<file path="src/rtl/dmem_responder_if.sv">
// rtl/dmem_responder_if.sv - core-to-data-memory bus: store strobe, byte address, store and load data
interface dmem_responder_if;
  logic        memwrite;
  logic [31:0] addr;
  logic [31:0] writedata;
  logic [31:0] readdata;

  modport master (output memwrite, addr, writedata, input readdata);
  modport slave  (input memwrite, addr, writedata, output readdata);
endinterface

</file>
<file path="src/rtl/dmem_responder.sv">
// rtl/dmem_responder.sv - data-memory responder: word RAM, post-reset clear sweep, sticky access faults
// Optional MMIO window (cycle counter, store counter, gpio register) built when DMEM_MMIO_EN is defined.
module dmem_responder #(
  parameter int unsigned DEPTH     = 64,
  parameter logic [31:0] MMIO_BASE = 32'hFFFF_0000
) (
  input  logic              clk,
  input  logic              reset,
  dmem_responder_if.slave   bus,
  output logic              init_busy,
  output logic              fault_mis,
  output logic              fault_oob,
  output logic [31:0]       gpio_out
);

  localparam int unsigned    AW        = $clog2(DEPTH);
  localparam logic [AW-1:0]  LAST      = AW'(DEPTH - 1);
  localparam logic [31:0]    RAM_BYTES = 32'(4 * DEPTH);
`ifdef DMEM_MMIO_EN
  localparam bit MMIO_EN = 1'b1;
`else
  localparam bit MMIO_EN = 1'b0;
`endif

  typedef enum logic {CLEAR, RUN} state_t;

  state_t         state_q, state_d;
  logic [AW-1:0]  ptr_q, ptr_d;
  logic           fault_mis_q, fault_mis_d;
  logic           fault_oob_q, fault_oob_d;
  logic [31:0]    mem_q [DEPTH];
  logic           mem_we;
  logic [AW-1:0]  mem_idx;
  logic [31:0]    mem_wdata;
  logic [AW-1:0]  idx;
  logic           mis, ram_hit, mmio_hit, run, store;
  logic [31:0]    mmio_rdata;

  assign idx      = bus.addr[AW+1:2];
  assign mis      = bus.addr[1:0] != 2'b00;
  assign ram_hit  = bus.addr < RAM_BYTES;
  assign mmio_hit = MMIO_EN && (bus.addr[31:4] == MMIO_BASE[31:4]);
  assign run      = state_q == RUN;
  assign store    = run && bus.memwrite;

  always_comb begin
    state_d     = state_q;
    ptr_d       = ptr_q;
    fault_mis_d = fault_mis_q;
    fault_oob_d = fault_oob_q;
    mem_we      = 1'b0;
    mem_idx     = idx;
    mem_wdata   = bus.writedata;
    case (state_q)
      CLEAR: begin
        // Stores arriving during the sweep are dropped silently.
        mem_we    = 1'b1;
        mem_idx   = ptr_q;
        mem_wdata = '0;
        ptr_d     = ptr_q + 1'b1;
        if (ptr_q == LAST) state_d = RUN;
      end
      RUN: begin
        if (store) begin
          if (mis) fault_mis_d = 1'b1;
          if (!ram_hit && !mmio_hit) fault_oob_d = 1'b1;
          mem_we = !mis && ram_hit;
        end
      end
      default: state_d = CLEAR;
    endcase
  end

  always_ff @(posedge clk) begin
    if (!reset) begin
      state_q     <= CLEAR;
      ptr_q       <= '0;
      fault_mis_q <= 1'b0;
      fault_oob_q <= 1'b0;
    end else begin
      state_q     <= state_d;
      ptr_q       <= ptr_d;
      fault_mis_q <= fault_mis_d;
      fault_oob_q <= fault_oob_d;
    end
  end

  // RAM contents survive reset; only the sweep clears them.
  always_ff @(posedge clk) begin
    if (reset && mem_we) mem_q[mem_idx] <= mem_wdata;
  end

  always_comb begin
    bus.readdata = '0;
    if (run) begin
      if (ram_hit)       bus.readdata = mem_q[idx];
      else if (mmio_hit) bus.readdata = mmio_rdata;
    end
  end

`ifdef DMEM_MMIO_EN
  logic [31:0] cycles_q, cycles_d;
  logic [31:0] stores_q, stores_d;
  logic [31:0] gpio_q, gpio_d;

  always_comb begin
    cycles_d   = cycles_q;
    stores_d   = stores_q;
    gpio_d     = gpio_q;
    mmio_rdata = '0;
    if (run) cycles_d = cycles_q + 32'd1;
    if (store && !mis && ram_hit) stores_d = stores_q + 32'd1;
    if (store && !mis && mmio_hit && bus.addr[3:2] == 2'd2) gpio_d = bus.writedata;
    case (bus.addr[3:2])
      2'd0:    mmio_rdata = cycles_q;
      2'd1:    mmio_rdata = stores_q;
      2'd2:    mmio_rdata = gpio_q;
      default: mmio_rdata = '0;
    endcase
  end

  always_ff @(posedge clk) begin
    if (!reset) begin
      cycles_q <= '0;
      stores_q <= '0;
      gpio_q   <= '0;
    end else begin
      cycles_q <= cycles_d;
      stores_q <= stores_d;
      gpio_q   <= gpio_d;
    end
  end

  assign gpio_out = gpio_q;
`else
  assign mmio_rdata = '0;
  assign gpio_out   = '0;
`endif

  assign init_busy = state_q == CLEAR;
  assign fault_mis = fault_mis_q;
  assign fault_oob = fault_oob_q;

endmodule

</file>
<file path="src/flat_wrapper.sv">
// flat-port wrapper written by rule: the top's interface ports become plain ports
module dmem_responder_flat 
#(
  parameter int unsigned DEPTH     = 64,
  parameter logic [31:0] MMIO_BASE = 32'hFFFF_0000
)
  (clk, reset, init_busy, fault_mis, fault_oob, gpio_out, bus_memwrite, bus_addr, bus_writedata, bus_readdata);
  dmem_responder_if bus_i ();
  input  logic clk;
  input  logic reset;
  output logic init_busy;
  output logic fault_mis;
  output logic fault_oob;
  output logic [31:0] gpio_out;
  input wire logic [$bits(bus_i.memwrite)-1:0] bus_memwrite;
  input wire logic [$bits(bus_i.addr)-1:0] bus_addr;
  input wire logic [$bits(bus_i.writedata)-1:0] bus_writedata;
  output wire logic [$bits(bus_i.readdata)-1:0] bus_readdata;
  assign bus_i.memwrite = bus_memwrite;
  assign bus_i.addr = bus_addr;
  assign bus_i.writedata = bus_writedata;
  assign bus_readdata = bus_i.readdata;
  dmem_responder #(.DEPTH(DEPTH), .MMIO_BASE(MMIO_BASE)) u_core (.clk(clk), .reset(reset), .bus(bus_i), .init_busy(init_busy), .fault_mis(fault_mis), .fault_oob(fault_oob), .gpio_out(gpio_out));
endmodule
</file>
<file path="config.mk">
export PLATFORM = sky130hd
export DESIGN_NAME = dmem_responder_flat
export DESIGN_NICKNAME = d
export VERILOG_FILES = /design/src/rtl/dmem_responder_if.sv /design/src/rtl/dmem_responder.sv /design/src/flat_wrapper.sv
export SDC_FILE = /design/constraint.sdc
export NUM_CORES = 2
export LEC_CHECK = 0
export BUFFER_PORTS_ARGS = -buffer_cell sky130_fd_sc_hd__buf_2
export CAP_MARGIN = 20
export CORE_UTILIZATION = 65
export DETAILED_ROUTE_END_ITERATION = 10
export PLACE_DENSITY = 0.94
export SYNTH_ARGS = -nofsm -noshare
export SYNTH_HDL_FRONTEND = slang
export SYNTH_SLANG_ARGS = --single-unit
</file>
<file path="constraint.sdc">
create_clock -name clk -period 9.5 [get_ports clk]
set_clock_uncertainty 0.1 [all_clocks]
set_input_delay 1.425 -clock clk [delete_from_list [all_inputs] [get_ports clk]]
set_output_delay 1.425 -clock clk [all_outputs]
set_load 0.1 [all_outputs]
</file>
==> impl_metrics.xml <==
<?xml version="1.0" encoding="UTF-8"?>
<metrics>
  <group name="timing">
    <metric name="fin_setup_tns" unit="ns">0</metric>
    <metric name="final_clock_period_utilization_by_the_worst_path" unit="%">75.84</metric>
    <metric name="timing.final.hold_violations" unit="">0</metric>
    <metric name="setup_violations" unit="">0</metric>
    <metric name="rsz0062_at_grt" unit="">false</metric>
    <metric name="layout_min_cycle_time" unit="ns">7.205</metric>
    <metric name="maxSlewHeadroom" unit="%">-8.529</metric>
    <metric name="fmaxAchievable" unit="MHz">138.8</metric>
    <metric name="timing_worst_slew_pin_value" unit="ns">1.622</metric>
    <metric name="timing_max_transition_violations_final" unit="">6</metric>
  </group>
  <group name="setup_path">
    <metric name="cp_cell_sequence" unit="">buf_8 -&gt; buf_4 -&gt; mux4_2 -&gt; mux2i_1 -&gt; mux4_2 -&gt; a211oi_1 -&gt; buf_2</metric>
    <metric name="cp_num_buf_inv" unit="">3</metric>
    <metric name="critical_path.top_delay_family" unit="">buffers and inverters</metric>
    <metric name="start_kind" unit="">input pin</metric>
    <metric name="worstSetupStartpoint" unit="">bus_addr[2]</metric>
    <metric name="worst_r2r_path_depth" unit="">7</metric>
    <metric name="cpMostUsedCell" unit="">mux4_2</metric>
    <metric name="slack_of_the_worst_reg_to_reg_path" unit="ns">4.84</metric>
    <metric name="cp.required" unit="ns">7.98</metric>
    <metric name="slowest_stage" unit="">a211oi_1</metric>
    <metric name="regToRegStartpoint" unit="">u_core.run</metric>
    <metric name="path_depth" unit="">7</metric>
    <metric name="worstReg2RegEnd" unit="">u_core.mem_q[16][21]</metric>
    <metric name="setup.worst_path.end_class" unit="">output port</metric>
    <metric name="worst_setup_path_endpoint" unit="">bus_readdata[13]</metric>
    <metric name="worstPathMaxFanout" unit="">77</metric>
    <metric name="critPathArrivalTime" unit="ns">5.68</metric>
    <metric name="critPathKind" unit="">in -&gt; out</metric>
    <metric name="crit_path_max_incr_delay" unit="ns">1.03</metric>
  </group>
  <group name="pwr">
    <metric name="power_per_cell_area" unit="nW/µm²">204.2</metric>
    <metric name="p_leak" unit="nW">30.02</metric>
    <metric name="maximum_ir_drop_on_the_vdd_rail" unit="V">0.0002027</metric>
  </group>
  <group name="grt">
    <metric name="global_route.peak_usage_layer" unit="">met2</metric>
    <metric name="grt_max_degree" unit="">112</metric>
    <metric name="antenna_found_initial" unit="">25</metric>
    <metric name="grt_pass1_wl" unit="µm">361200</metric>
    <metric name="groute.layer.met2.usage" unit="%">63.82</metric>
    <metric name="grt_remaining_overflow" unit="">0</metric>
    <metric name="grt_util_met3" unit="%">17.55</metric>
    <metric name="grt.met1_usage" unit="%">49.57</metric>
    <metric name="gr-usage-all-layers" unit="%">43.03</metric>
    <metric name="via_count_of_the_first_global_routing_pass" unit="">46420</metric>
  </group>
  <group name="synthesis">
    <metric name="mapped_cell_area" unit="µm²">79960</metric>
    <metric name="synth.avg_cell_area" unit="µm²">22.09</metric>
    <metric name="postSynthRegisterBits" unit="">2057</metric>
    <metric name="edff_count_synth" unit="">2048</metric>
    <metric name="yosys_warnings" unit="">0</metric>
    <metric name="sequential_cell_area_fraction_in_the_yosys_report" unit="%">77.14</metric>
    <metric name="synth_cell_types" unit="">75</metric>
    <metric name="synthCells" unit="">3619</metric>
    <metric name="dominantRegCellSynth" unit="">edfxtp_1</metric>
    <metric name="async_reset_ff_share" unit="%">0</metric>
  </group>
  <group name="final_layout">
    <metric name="post-route-util" unit="%">73.22</metric>
    <metric name="final.fill_count" unit="">5874</metric>
    <metric name="final_nets" unit="">3921</metric>
    <metric name="commonest_cells_after_routing_fill_and_taps_aside" unit="">edfxtp_1, mux4_2, clkbuf_16, mux2i_1, nand2_1</metric>
    <metric name="area_growth_syn_to_layout" unit="%">11.60</metric>
    <metric name="drive_above_1_share" unit="%">27.97</metric>
    <metric name="final_common_cell" unit="">edfxtp_1</metric>
  </group>
  <group name="clocking">
    <metric name="worst_case_clock_buffer_depth" unit="">3</metric>
    <metric name="htreeDepth" unit="">4</metric>
    <metric name="tritoncts" unit="">built</metric>
    <metric name="cts.sink_count" unit="">2057</metric>
    <metric name="clkSlewWorstSetupHoldPaths" unit="ns">0.07</metric>
    <metric name="post_cts.resized_instances" unit="">0</metric>
    <metric name="clk-insertion-delay-late" unit="ns">0.83</metric>
    <metric name="cts-buffers-inserted" unit="">184</metric>
    <metric name="post_cts_hold_buffer_count" unit="">0</metric>
    <metric name="cts_post_setup_buffers_inserted" unit="">0</metric>
    <metric name="clock_tree.root_cell" unit="">clkbuf_16</metric>
  </group>
  <group name="detailed_routing">
    <metric name="detail_route.wirelength" unit="µm">274900</metric>
    <metric name="post_route_drc" unit="">2</metric>
    <metric name="drt_iter0_drc" unit="">11199</metric>
    <metric name="drt_first_pass_iters" unit="">11</metric>
    <metric name="routed_wire_length_per_instance" unit="µm">48.74</metric>
    <metric name="avgViaCountPerCell" unit="">8.352</metric>
    <metric name="vias" unit="">47103</metric>
    <metric name="ant_nets" unit="">0</metric>
  </group>
  <group name="status">
    <metric name="failing_checks" unit="">design-rule violations, max-capacitance violations, max-slew violations</metric>
    <metric name="run_status" unit="">finished with violations</metric>
  </group>
  <group name="die">
    <metric name="die_h" unit="µm">352.7</metric>
    <metric name="num_rows" unit="">128</metric>
    <metric name="io-pin-count" unit="">134</metric>
    <metric name="die_width" unit="µm">352.7</metric>
    <metric name="initial_cell_density_of_the_core" unit="%">65.61</metric>
    <metric name="die_area" unit="µm²">124400</metric>
    <metric name="core" unit="µm²">121900</metric>
  </group>
  <group name="hold_path">
    <metric name="worstHoldPathType" unit="">reg -&gt; reg</metric>
  </group>
  <group name="flow_run">
    <metric name="maxCapViolations" unit="">1</metric>
  </group>
  <group name="place">
    <metric name="dp_hpwl" unit="µm">125300</metric>
    <metric name="gp_congestion" unit="">0.8688</metric>
    <metric name="buffer_ports.inserted" unit="">101</metric>
  </group>
</metrics>
-- final cells by class --
| class | count | area (µm²) | area share [%] |
|---|---|---|---|
| clock buffers | 225 | 4886 | 5.475 |
| well taps | 1625 | 2033 | 2.279 |
| clock inverters | 109 | 978.4 | 1.096 |
| diodes | 14 | 35.03 | 0.03926 |
| inverters | 6 | 26.28 | 0.02945 |
| flip-flops and latches | 2057 | 61680 | 69.12 |
| repair buffers | 247 | 2256 | 2.528 |
| multi-input cells | 1357 | 17340 | 19.43 |
-- where the power goes --
part | internal [mW] | total, mW | switching [mW]
combinational | 0.213 | 0.693 | 0.480
clock | 4.10 | 7.67 | 3.57
sequential | 9.85 | 9.86 | 0.0120
-- per-stage QoR --
stage               worst slack [ns]  instances  instance area (µm²)  power, mW  hold slack, ns
floorplan                      2.121       3650                80080      10.51          0.3906
detailed placement             2.650       5256                82530      10.68          0.3578
CTS                            2.570       5590                88390      18.02          0.4077
global route                   2.225       5628                89200      18.42          0.4304
global placement               2.707       5252                82480      10.66          0.3528
finish                         2.295       5640                89230      18.22          0.4285
-- sequential cells by signal, indices dropped and copies added (netlist names) --
name and flops:
u_core.fault_mis 1, u_core.run 1, u_core.mem_q 2048, u_core.fault_oob 1, u_core.ptr_q 6
-- cell usage after synthesis, drive strengths merged, types with 9 or more instances --
library cell / number / share of area [%]
nor2: 113 / 0.53
edfxtp: 2048 / 77
mux2i: 189 / 2.4
nor3: 11 / 0.069
mux2: 13 / 0.18
a221oi: 24 / 0.29
nand3: 29 / 0.18
clkbuf: 60 / 0.29
buf: 170 / 1.7
mux4: 487 / 14
a22oi: 57 / 0.54
and2: 42 / 0.33
o22ai: 29 / 0.23
a21oi: 40 / 0.25
nand2b: 13 / 0.10
nand2: 112 / 0.53
nor2b: 18 / 0.14
nand4: 9 / 0.070
nor4: 9 / 0.070
a31oi: 19 / 0.15
dfxtp: 9 / 0.23
o21ai: 14 / 0.088
-- worst min path at each step --
stage                      from               end  depth (start not counted)
3_3_place_gp   u_core.fault_oob  u_core.fault_oob                          1
3_5_place_dp   u_core.fault_oob  u_core.fault_oob                          1
6_report       u_core.fault_oob  u_core.fault_oob                          1
2_1_floorplan   u_core.ptr_q[5]   u_core.ptr_q[5]                          2
4_1_cts        u_core.fault_oob  u_core.fault_oob                          1
5_1_grt        u_core.fault_oob  u_core.fault_oob                          1
-- kinds of logic (layout without fill, tap and decap cells) --
kind of cell	count (synthesis)	in the layout	synth area share [%]
other cells	1	46	0.004690
fa+ha+maj	1	1	0.01565
compound gates	257	257	2.355
flops	2057	2057	77.14
mux	689	689	16.27
xor+xnor	3	3	0.03287
buf+inv	236	587	2.003
simple gates	375	375	2.186
-- routing by layer --
layer  vias up  routed length (µm)
li1      15666                   -
met3      1957               48800
met2      6876              122500
met5         -                 250
met1     22580               73890
met4        24               29440
No activity file was read; power rests on OpenSTA's default activity.
